## src/rtl/fold_lane_arbiter.sv

```systemverilog
// Round-robin owner of a shared 16->8 XOR fold lane, with a registered response slot.
// Define FOLD_ACC_EN for packet-digest mode (one XOR-accumulated response per packet).
module fold_lane_arbiter #(
    parameter int NREQ = 4,
    parameter int IDW  = 2
) (
    input  logic                 clk,
    input  logic                 rst_n,
    input  logic [NREQ-1:0]      req_valid,
    output logic [NREQ-1:0]      req_ready,
    input  logic [NREQ-1:0]      req_last,
    input  logic [16*NREQ-1:0]   req_a,
    input  logic [16*NREQ-1:0]   req_b,
    output logic [15:0]          fu_a,
    output logic [15:0]          fu_b,
    input  logic [7:0]           fu_aa,
    input  logic [7:0]           fu_bb,
    output logic                 rsp_valid,
    input  logic                 rsp_ready,
    output logic [IDW-1:0]       rsp_id,
    output logic [7:0]           rsp_aa,
    output logic [7:0]           rsp_bb
);

    typedef enum logic {IDLE, OWN} state_t;

    state_t         state_q;
    logic [IDW-1:0] owner_q;
    logic [IDW-1:0] rr_ptr_q;
    logic           rsp_valid_q;
    logic [IDW-1:0] rsp_id_q;
    logic [7:0]     rsp_aa_q;
    logic [7:0]     rsp_bb_q;
`ifdef FOLD_ACC_EN
    logic [7:0]     acc_aa_q;
    logic [7:0]     acc_bb_q;
`endif

    logic           grant_found;
    logic [IDW-1:0] grant_idx;
    logic [IDW-1:0] rr_ptr_d;
    logic           ow_valid;
    logic           ow_last;
    logic [15:0]    ow_a;
    logic [15:0]    ow_b;
    logic           slot_free;
    logic           owner_ready;
    logic           beat_fire;
    logic           rsp_load;
    logic [7:0]     rsp_aa_d;
    logic [7:0]     rsp_bb_d;

    // Two passes: first requesters at/after rr_ptr, then wrap to the low indices.
    always_comb begin
        grant_found = 1'b0;
        grant_idx   = '0;
        for (int k = 0; k < NREQ; k++) begin
            if (!grant_found && (k >= int'(rr_ptr_q)) && req_valid[k]) begin
                grant_found = 1'b1;
                grant_idx   = IDW'(k);
            end
        end
        for (int k = 0; k < NREQ; k++) begin
            if (!grant_found && req_valid[k]) begin
                grant_found = 1'b1;
                grant_idx   = IDW'(k);
            end
        end
        if (int'(grant_idx) == NREQ - 1) begin
            rr_ptr_d = '0;
        end else begin
            rr_ptr_d = grant_idx + IDW'(1);
        end
    end

    always_comb begin
        ow_valid = 1'b0;
        ow_last  = 1'b0;
        ow_a     = 16'h0;
        ow_b     = 16'h0;
        for (int k = 0; k < NREQ; k++) begin
            if (owner_q == IDW'(k)) begin
                ow_valid = req_valid[k];
                ow_last  = req_last[k];
                ow_a     = req_a[16*k +: 16];
                ow_b     = req_b[16*k +: 16];
            end
        end
    end

    // The slot may be refilled in the same cycle its current entry drains.
    assign slot_free = !rsp_valid_q || rsp_ready;

`ifdef FOLD_ACC_EN
    assign owner_ready = (state_q == OWN) && (!ow_last || slot_free);
    assign beat_fire   = owner_ready && ow_valid;
    assign rsp_load    = beat_fire && ow_last;
    assign rsp_aa_d    = acc_aa_q ^ fu_aa;
    assign rsp_bb_d    = acc_bb_q ^ fu_bb;
`else
    assign owner_ready = (state_q == OWN) && slot_free;
    assign beat_fire   = owner_ready && ow_valid;
    assign rsp_load    = beat_fire;
    assign rsp_aa_d    = fu_aa;
    assign rsp_bb_d    = fu_bb;
`endif

    always_comb begin
        req_ready = '0;
        for (int k = 0; k < NREQ; k++) begin
            if (owner_ready && (owner_q == IDW'(k))) begin
                req_ready[k] = 1'b1;
            end
        end
    end

    assign fu_a      = (state_q == OWN) ? ow_a : 16'h0;
    assign fu_b      = (state_q == OWN) ? ow_b : 16'h0;
    assign rsp_valid = rsp_valid_q;
    assign rsp_id    = rsp_id_q;
    assign rsp_aa    = rsp_aa_q;
    assign rsp_bb    = rsp_bb_q;

    always_ff @(posedge clk) begin
        if (!rst_n) begin
            state_q     <= IDLE;
            owner_q     <= '0;
            rr_ptr_q    <= '0;
            rsp_valid_q <= 1'b0;
            rsp_id_q    <= '0;
            rsp_aa_q    <= 8'h0;
            rsp_bb_q    <= 8'h0;
`ifdef FOLD_ACC_EN
            acc_aa_q    <= 8'h0;
            acc_bb_q    <= 8'h0;
`endif
        end else begin
            case (state_q)
                IDLE: begin
                    if (grant_found) begin
                        owner_q  <= grant_idx;
                        rr_ptr_q <= rr_ptr_d;
                        state_q  <= OWN;
                    end
                end
                OWN: begin
                    if (beat_fire && ow_last) begin
                        state_q <= IDLE;
                    end
                end
                default: state_q <= IDLE;
            endcase

            if (rsp_load) begin
                rsp_valid_q <= 1'b1;
                rsp_id_q    <= owner_q;
                rsp_aa_q    <= rsp_aa_d;
                rsp_bb_q    <= rsp_bb_d;
            end else if (rsp_ready) begin
                rsp_valid_q <= 1'b0;
            end

`ifdef FOLD_ACC_EN
            if (beat_fire) begin
                if (ow_last) begin
                    acc_aa_q <= 8'h0;
                    acc_bb_q <= 8'h0;
                end else begin
                    acc_aa_q <= acc_aa_q ^ fu_aa;
                    acc_bb_q <= acc_bb_q ^ fu_bb;
                end
            end
`endif
        end
    end

endmodule
```

## config.mk

```make
export PLATFORM = sky130hd
export DESIGN_NAME = fold_lane_arbiter
export DESIGN_NICKNAME = d
export VERILOG_FILES = /design/src/rtl/fold_lane_arbiter.sv
export SDC_FILE = /design/constraint.sdc
export NUM_CORES = 1
export LEC_CHECK = 0
export CORE_UTILIZATION = 30
export DETAILED_ROUTE_END_ITERATION = 12
export GPL_ROUTABILITY_DRIVEN = 0
export GPL_TIMING_DRIVEN = 0
export MAX_ROUTING_LAYER = met4
export PLACE_DENSITY = 0.83
export SLEW_MARGIN = 5
export SYNTH_ARGS = -nofsm -noshare
export SYNTH_HDL_FRONTEND = slang
export SYNTH_SLANG_ARGS = --single-unit
```

## constraint.sdc

```tcl
create_clock -name clk -period 2 [get_ports clk]
set_input_delay 0.2 -clock clk [delete_from_list [all_inputs] [get_ports clk]]
set_output_delay 0.2 -clock clk [all_outputs]
set_load 0.005 [all_outputs]
```

## After elaboration in Yosys (flattened, before gate mapping)

Cells that the tools add are included.

- Bitwise operators: 1
- Equal/unequal tests: 4
- Shifts and indexed selects: 0
- Div/mod/pow operators: 0
- Magnitude comparators: 3
- Add/sub/neg operators: 1
- $mul: 0
- Muxes and demuxes: 43
- Reduce and logical (&&, ||, !) cells: 29

Operator list:

| operator | number |
|---|---|
| $mux W16 | 10 |
| $mux W1 | 25 |
| $logic_and A1 B1 Y1 | 17 |
| $mux W2 | 7 |
| $logic_not A1 Y1 | 8 |
| $eq A2 B1 Y1 const B | 2 |
| $eq A2 B2 Y1 const B | 2 |
| $ge A1 B2 Y1 const A | 2 |
| $add A2 B1 Y2 const B | 1 |
| $ge A2 B2 Y1 const A | 1 |
| $logic_not A2 Y1 | 1 |
| $pmux W1 S2 | 1 |
| $reduce_and A2 Y1 | 1 |
| $reduce_bool A2 Y1 | 1 |
| $logic_or A1 B1 Y1 | 1 |
| $not A1 Y1 | 1 |

- Word-level logic and storage cells: 88
- Bits in latches: 0
- Bits in registers: 24
- Bits of input ports: 155
- Memory bits (writable): 0
- Bits in read-only memories: 0
- Output and inout port bits: 55
- Memories: 0

## Longest topological paths before layout

Gate-level depths: netlist (run 1).

- Depth in word-level cells: 28
- Mapped depth: 7
- Gate-level depth less buffers: 5

## Least setup slack after synthesis (run 1)

Ideal clock, no wire load.

- Path kind: register to output
- Start point: register owner_q[0]
- End point: output port fu_a[10]
- Cell stages (with the launch flop): 6
- Slack: 288 ps
- Data required time: 1800 ps
- Path buffers: 3
- Arrival: 1512 ps
- Cell sequence: dfxtp_1 > buf_2 > buf_4 > buf_4 > mux4_2 > and2_1

- Word-level cells in the longest chain between the ends: 6
- Elaborated cells between the ends (all ways): 9
- Classes of those cells: eq/ne: 3; mux: 5; reduce/logical: 1

Ends and longest elaborated chain:

| element | RTL line | source |
|---|---|---|
| start, declared | 28 | `logic [IDW-1:0] owner_q;` |
| start signal, assigned | 141 | `owner_q <= grant_idx;` |
| $logic_not A2 Y1 | 82 | `if (owner_q == IDW'(k)) begin` |
| $mux W16 (3 in a row) | 82 |  |
| $mux W16 (*) | 82 |  |
| $mux W16 (*) | 117 | `assign fu_a = (state_q == OWN) ? ow_a : 16'h0;` |
| end, declared | 14 | `output logic [15:0] fu_a,` |

Every way passes the cells marked *; elsewhere a longest branch is shown, timed or not.

## Worst setup path in the final report (run 1)

- Start point: register owner_q[0]
- End point: output port fu_b[8]

- Word-level cells in the longest chain between the ends: 6
- Elaborated cells between the ends (all ways): 9
- Classes of those cells: eq/ne: 3; mux: 5; reduce/logical: 1

Ends and longest elaborated chain:

| element | RTL line | source |
|---|---|---|
| $logic_not A2 Y1 | 82 |  |
| $mux W16 (3 in a row) | 82 |  |
| $mux W16 (*) | 82 |  |
| $mux W16 (*) | 118 | `assign fu_b = (state_q == OWN) ? ow_b : 16'h0;` |
| end, declared | 15 | `output logic [15:0] fu_b,` |

Marked as above.

==> flow_metrics.py, run 1 <==
metrics = {
    "power": {
        "switching_share_pct": 26.19,
        "p_int_mw": 1.407,
        "p_per_area_nw_per_um2": 419.0,
        "p_clk_share_pct": 14.5,
        "ir_drop_mv": 0.4171,
        "power_frac_seq_pct": 28.8,
        "share_comb_of_total_power_pct": 56.6,
        "leakage_nw": 1.756,
        "p_switching_mw": 0.4992,
    },
    "timing": {
        "slew_viol_final": 0,
        "worstMarginPinSlew_ns": 0.4570,
        "rsz0062_at_grt": "true",
        "fin_ws_ns": -0.03331,
        "fin_skew_ns": 0.002040,
        "min_period_ns": 2.033,
        "hold_violations": 0,
        "fmax_mhz": 491.8,
        "tns_ns": -0.04385,
        "timing.final.crit_share_pct": 101.7,
        "max_slew_margin_pct": 69.25,
        "finalSetupViolCount": 2,
    },
    "drt": {
        "finalWirelength_mm": 8.737,
        "drt-vias-per-instance": 4.980,
        "drtAntennaViolNets": 0,
        "vias": 2455,
        "drtIter0Drc": 32,
        "avgRoutedWirePerCell_um": 17.72,
        "drc": 0,
        "dr.pass1.iters": 4,
    },
    "run_status": {
        "status": "complete, but fails checks",
        "violations": "negative setup slack",
    },
    "synth": {
        "synthFlopType": "dfxtp_1",
        "netlist_area_um2": 2076,
        "synth.distinct_cells": 29,
        "synth_edf_count": 0,
        "yosys_warnings": 0,
        "synth-seq-area-share_pct": 23.15,
        "synth_seq_cells": 24,
        "synthTopCellsByCount": "33 x and2_1, 33 x mux4_2, 24 x dfxtp_1",
        "synth-async-reset-ratio_pct": 0,
        "yosys.area.top_type_share_pct": 35.80,
        "synth_area_per_cell_um2": 11.47,
        "synth_fp_nets": 336,
        "synth_top_area_cell": "mux4_2",
        "synthCells": 181,
        "synth_area_leaders": "mux4_2 36%, dfxtp_1 23%, and2_1 9.9%",
    },
    "place": {
        "dp_slack_ns": -0.2984,
        "port_buffers": 209,
        "placed_cell_area_um2": 4264,
        "dp_hpwl_mm": 6.904,
    },
    "finish": {
        "fillerInstances": 503,
        "regArea_um2": 488.0,
        "nNetsFinal": 573,
        "antenna_cells": 0,
        "stdcell_area_um2": 4548,
        "area_growth_pct": 119.1,
        "multi_input_area_um2": 1516,
        "drive_gt1_share_pct": 26.68,
    },
    "floorplan": {
        "dieArea_um2": 7256,
        "core-area_um2": 6531,
        "die_w_um": 85.18,
        "std_cell_rows": 29,
        "die_y_um": 85.18,
        "io_pins": 210,
        "initial_core_util_pct": 31.78,
    },
    "worst_setup_path": {
        "max_stage_delay_ns": 0.48,
        "arrival_ns": 1.83,
        "path_max_fanout": 7,
        "crit_chain": "buf_12 > buf_12 > buf_6 > buf_6 > mux4_2 > and2_1 > buf_2",
        "slowest_stage": "mux4_2",
        "cp_top_family": "buffers and inverters",
        "worstSetupStartpointType": "flop",
        "crit_path_end_kind": "output pin",
        "cp_data_required_time_ns": 1.80,
        "path_class": "flop to output pin",
        "path_buf_inv": 5,
    },
    "global_route": {
        "grt_antenna_before_repair": 0,
        "overflow": 0,
        "grt_usage_pct": 23.94,
        "grt_max_degree": 13,
        "grt_pass1_vias": 2767,
        "grt_first_pass_wirelength_mm": 13.33,
    },
    "clocking": {
        "cts.sinks": 24,
        "clk_latency_ns": 0.26,
        "cts-root-buf": "clkbuf_8",
        "postCtsHoldBufs": 0,
        "clockBufferDepth": 2,
        "h-tree-depth": 1,
        "tritoncts": "done",
        "cts_buffers": 3,
        "clk_pin_slew_ns": 0.08,
    },
    "run": {
        "drv_cap": 0,
    },
    "hold_path": {
        "min_path_type": "flop to flop",
    },
}
## metal layers
metal / vias to the layer above / share of wire (%) / track usage, % / wire length [µm]
li1: 1150 / - / - / -
met1: 1158 / 34 / 23.58 / 3001
met2: 133 / 56 / 47.58 / 4902
met3: 14 / 7.7 / 4.377 / 674
met4: 0 / 1.8 / 6.163 / 159
met5: - / 0 / - / 0
## metrics by stage
step	total power, mW	instances	util (%)	hold slack [ns]
global route	2.019	493	69.64	0.5451
global placement	1.529	467	65.29	0.4941
CTS	1.910	492	69.48	0.5305
floorplan	0.9783	181	-	0.3282
detailed placement	1.550	467	65.29	0.5082
finish	1.906	493	69.64	0.5225
## power groups by stage
stage | registers (mW) | clock network, mW | logic [mW]
6_report | 0.550 | 0.277 | 1.08
5_1_grt | 0.556 | 0.308 | 1.15
4_1_cts | 0.547 | 0.286 | 1.08
3_5_place_dp | 0.555 | 0 | 0.995
3_3_place_gp | 0.553 | 0 | 0.976
2_1_floorplan | 0.554 | 0 | 0.424
## path summary, 6_finish.rpt
kind | start | endpoint | slack, ns | depth (start not counted)
max | owner_q[0] | fu_b[8] | -0.03 | 7
min | rsp_bb[7] | rsp_bb[7] | 0.52 | 2
max reg2reg | owner_q[0] | rsp_aa[5] | 0.25 | 7
min reg2reg | rsp_bb[7] | rsp_bb[7] | 0.52 | 2
## final cells by class
cell class / instances / share of cell area (%)
Inverter: 3 / 0.2476
Timing Repair Buffer: 233 / 49.41
Tap cell: 77 / 2.118
Sequential cell: 24 / 10.73
Multi-Input combinational cell: 138 / 33.34
Clock buffer: 3 / 0.9078
Buffer: 15 / 3.246
## registers in the layout, indices dropped and copies added, names as in the netlist
| signal | flops |
|---|---|
| state_q | 1 |
| rsp_valid | 1 |
| rsp_aa | 8 |
| rsp_bb | 8 |
| rsp_id | 2 |
| rr_ptr_q | 2 |
| owner_q | 2 |
## cells by family (layout without fill, tap and decap cells)
| group | after synthesis | in the layout | synth area share, % |
|---|---|---|---|
| flops | 24 | 24 | 23.15 |
| compound gates | 18 | 18 | 6.691 |
| xor+xnor | 1 | 1 | 0.4220 |
| mux | 51 | 51 | 44.73 |
| simple gates | 68 | 68 | 20.37 |
| buf+inv | 19 | 254 | 4.641 |
## timing repair
item	4_1_cts	5_1_grt
gates resized for setup	153	11
endpoints found under the hold margin	0	0
pin swaps	13	0
endpoints found under the setup margin	36	29
gates cloned	1	0
setup buffers	21	3
## worst reg2reg max path, cell delays in order (launching register included)
cell and delay, ns:
dfxtp_4 0.37, buf_4 0.14, mux2_4 0.30, o2111ai_4 0.30
nor2_8 0.12, buf_6 0.18, mux2i_1 0.17, nor2b_1 0.07
## layout by cell type (no fill, tap or decap), types with 2 or more instances in the layout
cell	instances
nand2_1	4
clkbuf_2	5
and2_1	26
clkdlybuf4s15_1	3
mux4_2	33
and2_4	7
a21oi_1	6
o21ai_0	4
dfxtp_4	2
dlygate4sd2_1	6
o221a_1	2
inv_1	3
nor2b_1	17
clkbuf_1	3
nor2_1	4
mux2i_1	17
nand2b_1	4
buf_2	19
dfxtp_1	22
nor3b_1	2
clkdlybuf4s50_1	174
clkbuf_8	3
buf_12	6
buf_6	18
buf_4	12
Note: power is estimated with default switching activity, not from simulation.
==> run 2: changes to the inputs <==
Settings changed: RECOVER_POWER from default to 50.
==> run 2 against run 1 <==
The flow still finishes with violations (negative setup slack). Die area is the same. Maximum frequency is essentially flat. Non-clock buffer count is the same. First-iteration DRC count shrank 6.3%. Register-to-register slack is essentially flat. Count of clock-buffer cells in the layout is the same. Sequential power is essentially flat. Worst hold slack lost 0.0054 ns. Global-route usage is the same. Largest cell class unchanged.
==> flow_metrics.py, run 2 (synthesis results as in run 1) <==
metrics = {
    "clocking": {
        "clk_latency_ns": 0.26,
        "tritoncts": "done",
        "clockBufferDepth": 2,
        "postCtsHoldBufs": 0,
        "cts.sinks": 24,
        "h-tree-depth": 1,
        "cts_buffers": 3,
        "cts-root-buf": "clkbuf_8",
        "clk_pin_slew_ns": 0.08,
    },
    "finish": {
        "final_cell_mix": "154 x clkdlybuf4s50_1, 33 x mux4_2, 26 x and2_1",
        "nNetsFinal": 573,
        "area_growth_pct": 119.1,
        "regArea_um2": 488.0,
        "multi_input_area_um2": 1516,
        "final-instance-count-excl-fill": 493,
        "drive_gt1_share_pct": 26.68,
        "final_common_cell": "clkdlybuf4s50_1",
        "antenna_cells": 0,
        "fillerInstances": 503,
    },
    "drt": {
        "finalWirelength_mm": 8.722,
        "drtAntennaViolNets": 0,
        "avgRoutedWirePerCell_um": 17.69,
        "vias": 2445,
        "dr.pass1.iters": 4,
        "drt-vias-per-instance": 4.959,
        "drc": 0,
        "drtIter0Drc": 30,
    },
    "worst_setup_path": {
        "worstSetupStartpointType": "flop",
        "crit_path_end_kind": "output pin",
        "path_max_fanout": 7,
        "path_class": "flop to output pin",
        "cp_data_required_time_ns": 1.80,
        "arrival_ns": 1.83,
    },
    "global_route": {
        "overflow": 0,
        "grt_pass1_vias": 2767,
        "grt_first_pass_wirelength_mm": 13.33,
        "grt_antenna_before_repair": 0,
        "grt_max_degree": 13,
        "grt_usage_pct": 23.94,
    },
    "timing": {
        "fin_ws_ns": -0.03318,
        "finalSetupViolCount": 2,
        "slew_viol_final": 0,
        "fin_skew_ns": 0.002069,
        "timing.final.crit_share_pct": 101.7,
        "max_slew_margin_pct": 69.25,
        "min_period_ns": 2.033,
        "rsz0062_at_grt": "true",
        "holdWs_ns": 0.5171,
        "tns_ns": -0.04360,
        "hold_violations": 0,
        "fmax_mhz": 491.8,
        "worstMarginPinSlew_ns": 0.4570,
    },
    "floorplan": {
        "die_y_um": 85.18,
        "die_w_um": 85.18,
        "std_cell_rows": 29,
        "initial_core_util_pct": 31.78,
        "io_pins": 210,
        "dieArea_um2": 7256,
        "core-area_um2": 6531,
    },
    "power": {
        "leakage_nw": 1.812,
        "ir_drop_mv": 0.4121,
        "p_per_area_nw_per_um2": 416.2,
    },
    "hold_path": {
        "min_path_type": "flop to flop",
    },
    "place": {
        "port_buffers": 209,
        "dp_cells": 467,
        "dp_hpwl_mm": 6.904,
    },
    "run_status": {
        "violations": "negative setup slack",
        "status": "complete, but fails checks",
    },
    "run": {
        "drv_cap": 0,
    },
}
==> run 2: changes by cell type in the layout (fill, tap and decap cells not counted) <==
cell,change
clkdlybuf4s50_1,-20
dlygate4sd3_1,+20
==> run 2: report_power, final <==
group | switching, mW | internal, mW
sequential | 0.0295 | 0.519
combinational | 0.325 | 0.742
clock | 0.143 | 0.134
total | 0.498 | 1.40
==> run 2: final cells by class <==
cell class	count	area share, %
flip-flops and latches	24	10.73
multi-input cells	138	33.34
plain buffers	15	3.246
inverters	3	0.2476
repair buffers	233	49.41
well taps	77	2.118
clock buffers	3	0.9078
==> run 2: worst paths after layout <==
path,end,start,slack (ns),cells after the start
max,fu_b[8],owner_q[0],-0.03,7
min,rsp_bb[7],rsp_bb[7],0.52,2
max reg2reg,rsp_aa[5],owner_q[0],0.25,7
min reg2reg,rsp_bb[7],rsp_bb[7],0.52,2
==> run 2: timing repair <==
action                                  4_1_cts  5_1_grt
pin swaps                                    13        0
endpoints found under the hold margin         0        0
buffers inserted                             21        3
endpoints found under the setup margin       36       29
gates cloned                                  1        0
resized for setup                           153       11
==> run 2: critical path: stages, from the launching register on <==
cell and delay (ns):
dfxtp_4 0.39, buf_12 0.13, buf_12 0.12, buf_6 0.10, buf_6 0.09, mux4_2 0.48
and2_1 0.15, buf_2 0.12
==> run 2: stage by stage <==
step | area [µm²] | power [mW] | worst slack [ns] | utilization [%]
floorplan | 2076 | 0.9783 | 0.2880 | -
global placement | 4264 | 1.529 | -0.2865 | 65.29
detailed placement | 4264 | 1.550 | -0.2984 | 65.29
CTS | 4538 | 1.910 | -0.09056 | 69.48
global route | 4548 | 2.006 | -0.09154 | 69.64
finish | 4548 | 1.893 | -0.03318 | 69.64
==> run 2: metal layers <==
metal | share of wire [%] | global-route usage, %
met5 | 0 | -
met4 | 1.8 | 6.163
met3 | 7.7 | 4.377
met2 | 56 | 47.58
met1 | 34 | 23.58
==> run 3: changes to the inputs <==
Settings changed: SKIP_CTS_REPAIR_TIMING from default to 1.
==> run 3 against run 2 <==
The run still ends with negative setup slack left. Count of clock-buffer cells in the layout stayed put. Flip-flop and latch count unchanged. Clock power barely moved. Cell count fell by 0.61%. Non-clock buffer count fell by 3. Critical path depth down 2. Critical endpoint is now fu_b[11].
==> flow_metrics.py, run 3 (synthesis results as in run 1) <==
metrics = {
    "clocking": {
        "cts_buffers": 3,
        "clk_latency_ns": 0.26,
        "cts-root-buf": "clkbuf_8",
        "clockBufferDepth": 2,
        "clk_pin_slew_ns": 0.08,
        "h-tree-depth": 1,
        "tritoncts": "done",
        "cts.sinks": 24,
    },
    "drt": {
        "finalWirelength_mm": 8.412,
        "drtAntennaViolNets": 0,
        "drtIter0Drc": 29,
        "drc": 0,
        "drt-vias-per-instance": 4.867,
        "avgRoutedWirePerCell_um": 17.17,
        "vias": 2385,
        "dr.pass1.iters": 4,
    },
    "timing": {
        "hold_violations": 0,
        "fmax_mhz": 457.0,
        "rsz0062_at_grt": "true",
        "max_slew_margin_pct": 57.66,
        "tns_ns": -2.262,
        "min_period_ns": 2.188,
        "fin_skew_ns": 0.002278,
        "slew_viol_final": 0,
        "holdWs_ns": 0.5171,
        "timing.final.crit_share_pct": 109.4,
        "fin_ws_ns": -0.1882,
        "worstMarginPinSlew_ns": 0.6345,
        "finalSetupViolCount": 23,
    },
    "floorplan": {
        "std_cell_rows": 29,
        "core-area_um2": 6531,
        "die_y_um": 85.18,
        "initial_core_util_pct": 31.78,
        "die_w_um": 85.18,
        "io_pins": 210,
        "dieArea_um2": 7256,
    },
    "run_status": {
        "status": "complete, but fails checks",
        "violations": "negative setup slack",
    },
    "power": {
        "leakage_nw": 1.943,
        "p_total_mw": 1.893,
        "p_per_area_nw_per_um2": 413.6,
        "ir_drop_mv": 0.4113,
    },
    "finish": {
        "nNetsFinal": 570,
        "stdcell_area_um2": 4576,
        "antenna_cells": 0,
        "fin_util_pct": 70.06,
        "final_cell_mix": "161 x clkdlybuf4s50_1, 33 x mux4_2, 22 x and2_1, 22 x dfxtp_1, 20 x dlygate4sd3_1",
        "drive_gt1_share_pct": 24.46,
        "final_common_cell": "clkdlybuf4s50_1",
        "final-instance-count-excl-fill": 490,
        "area_growth_pct": 120.4,
    },
    "worst_setup_path": {
        "cp_data_required_time_ns": 1.80,
        "crit_path_end_kind": "output pin",
        "path_max_fanout": 10,
        "arrival_ns": 1.99,
        "worstSetupStartpointType": "flop",
        "path_class": "flop to output pin",
    },
    "global_route": {
        "grt_max_degree": 13,
        "grt_pass1_vias": 2613,
        "grt_antenna_before_repair": 0,
        "grt_first_pass_wirelength_mm": 12.61,
        "overflow": 0,
        "grt_usage_pct": 22.51,
    },
    "place": {
        "dp_hpwl_mm": 6.904,
        "port_buffers": 209,
        "dp_slack_ns": -0.2984,
        "placed_cell_area_um2": 4264,
        "dp_cells": 467,
    },
    "hold_path": {
        "min_path_type": "flop to flop",
    },
    "run": {
        "drv_cap": 0,
    },
}
run 3: worst paths after layout:
path / from / to / slack [ns] / cells after the start
setup / recovery: owner_q[0] / fu_b[11] / -0.19 / 5
setup reg to reg: owner_q[0] / rsp_aa[5] / -0.08 / 7
hold reg to reg: rsp_bb[7] / rsp_bb[7] / 0.52 / 2
hold / removal: rsp_bb[7] / rsp_bb[7] / 0.52 / 2
run 3: critical path: stages, from the launching register on:
cell and delay, ns:
dfxtp_2 0.33, buf_6 0.11, buf_6 0.16, mux4_2 0.49
and2_1 0.16, clkdlybuf4s50_1 0.48
run 3: area by class of cell:
cell class | instances | area (µm²)
fillers | 496 | 1956
inverters | 3 | 11.26
plain buffers | 16 | 158.9
multi-input cells | 138 | 1495
clock buffers | 3 | 41.29
flip-flops and latches | 24 | 485.5
well taps | 77 | 96.34
repair buffers | 229 | 2287
run 3: metal layers:
layer / GRT usage [%] / up-vias / part of all wire (%)
li1: - / 1143 / -
met2: 43.70 / 113 / 56
met3: 3.794 / 10 / 6.9
met4: 5.085 / 0 / 1.3
met5: - / - / 0
met1: 23.52 / 1119 / 36
run 3: power by group:
group	switching [mW]	leakage [nW]	internal (mW)
clock	0.143	0.0216	0.134
combinational	0.318	1.72	0.753
sequential	0.0251	0.198	0.519
total	0.486	1.94	1.41
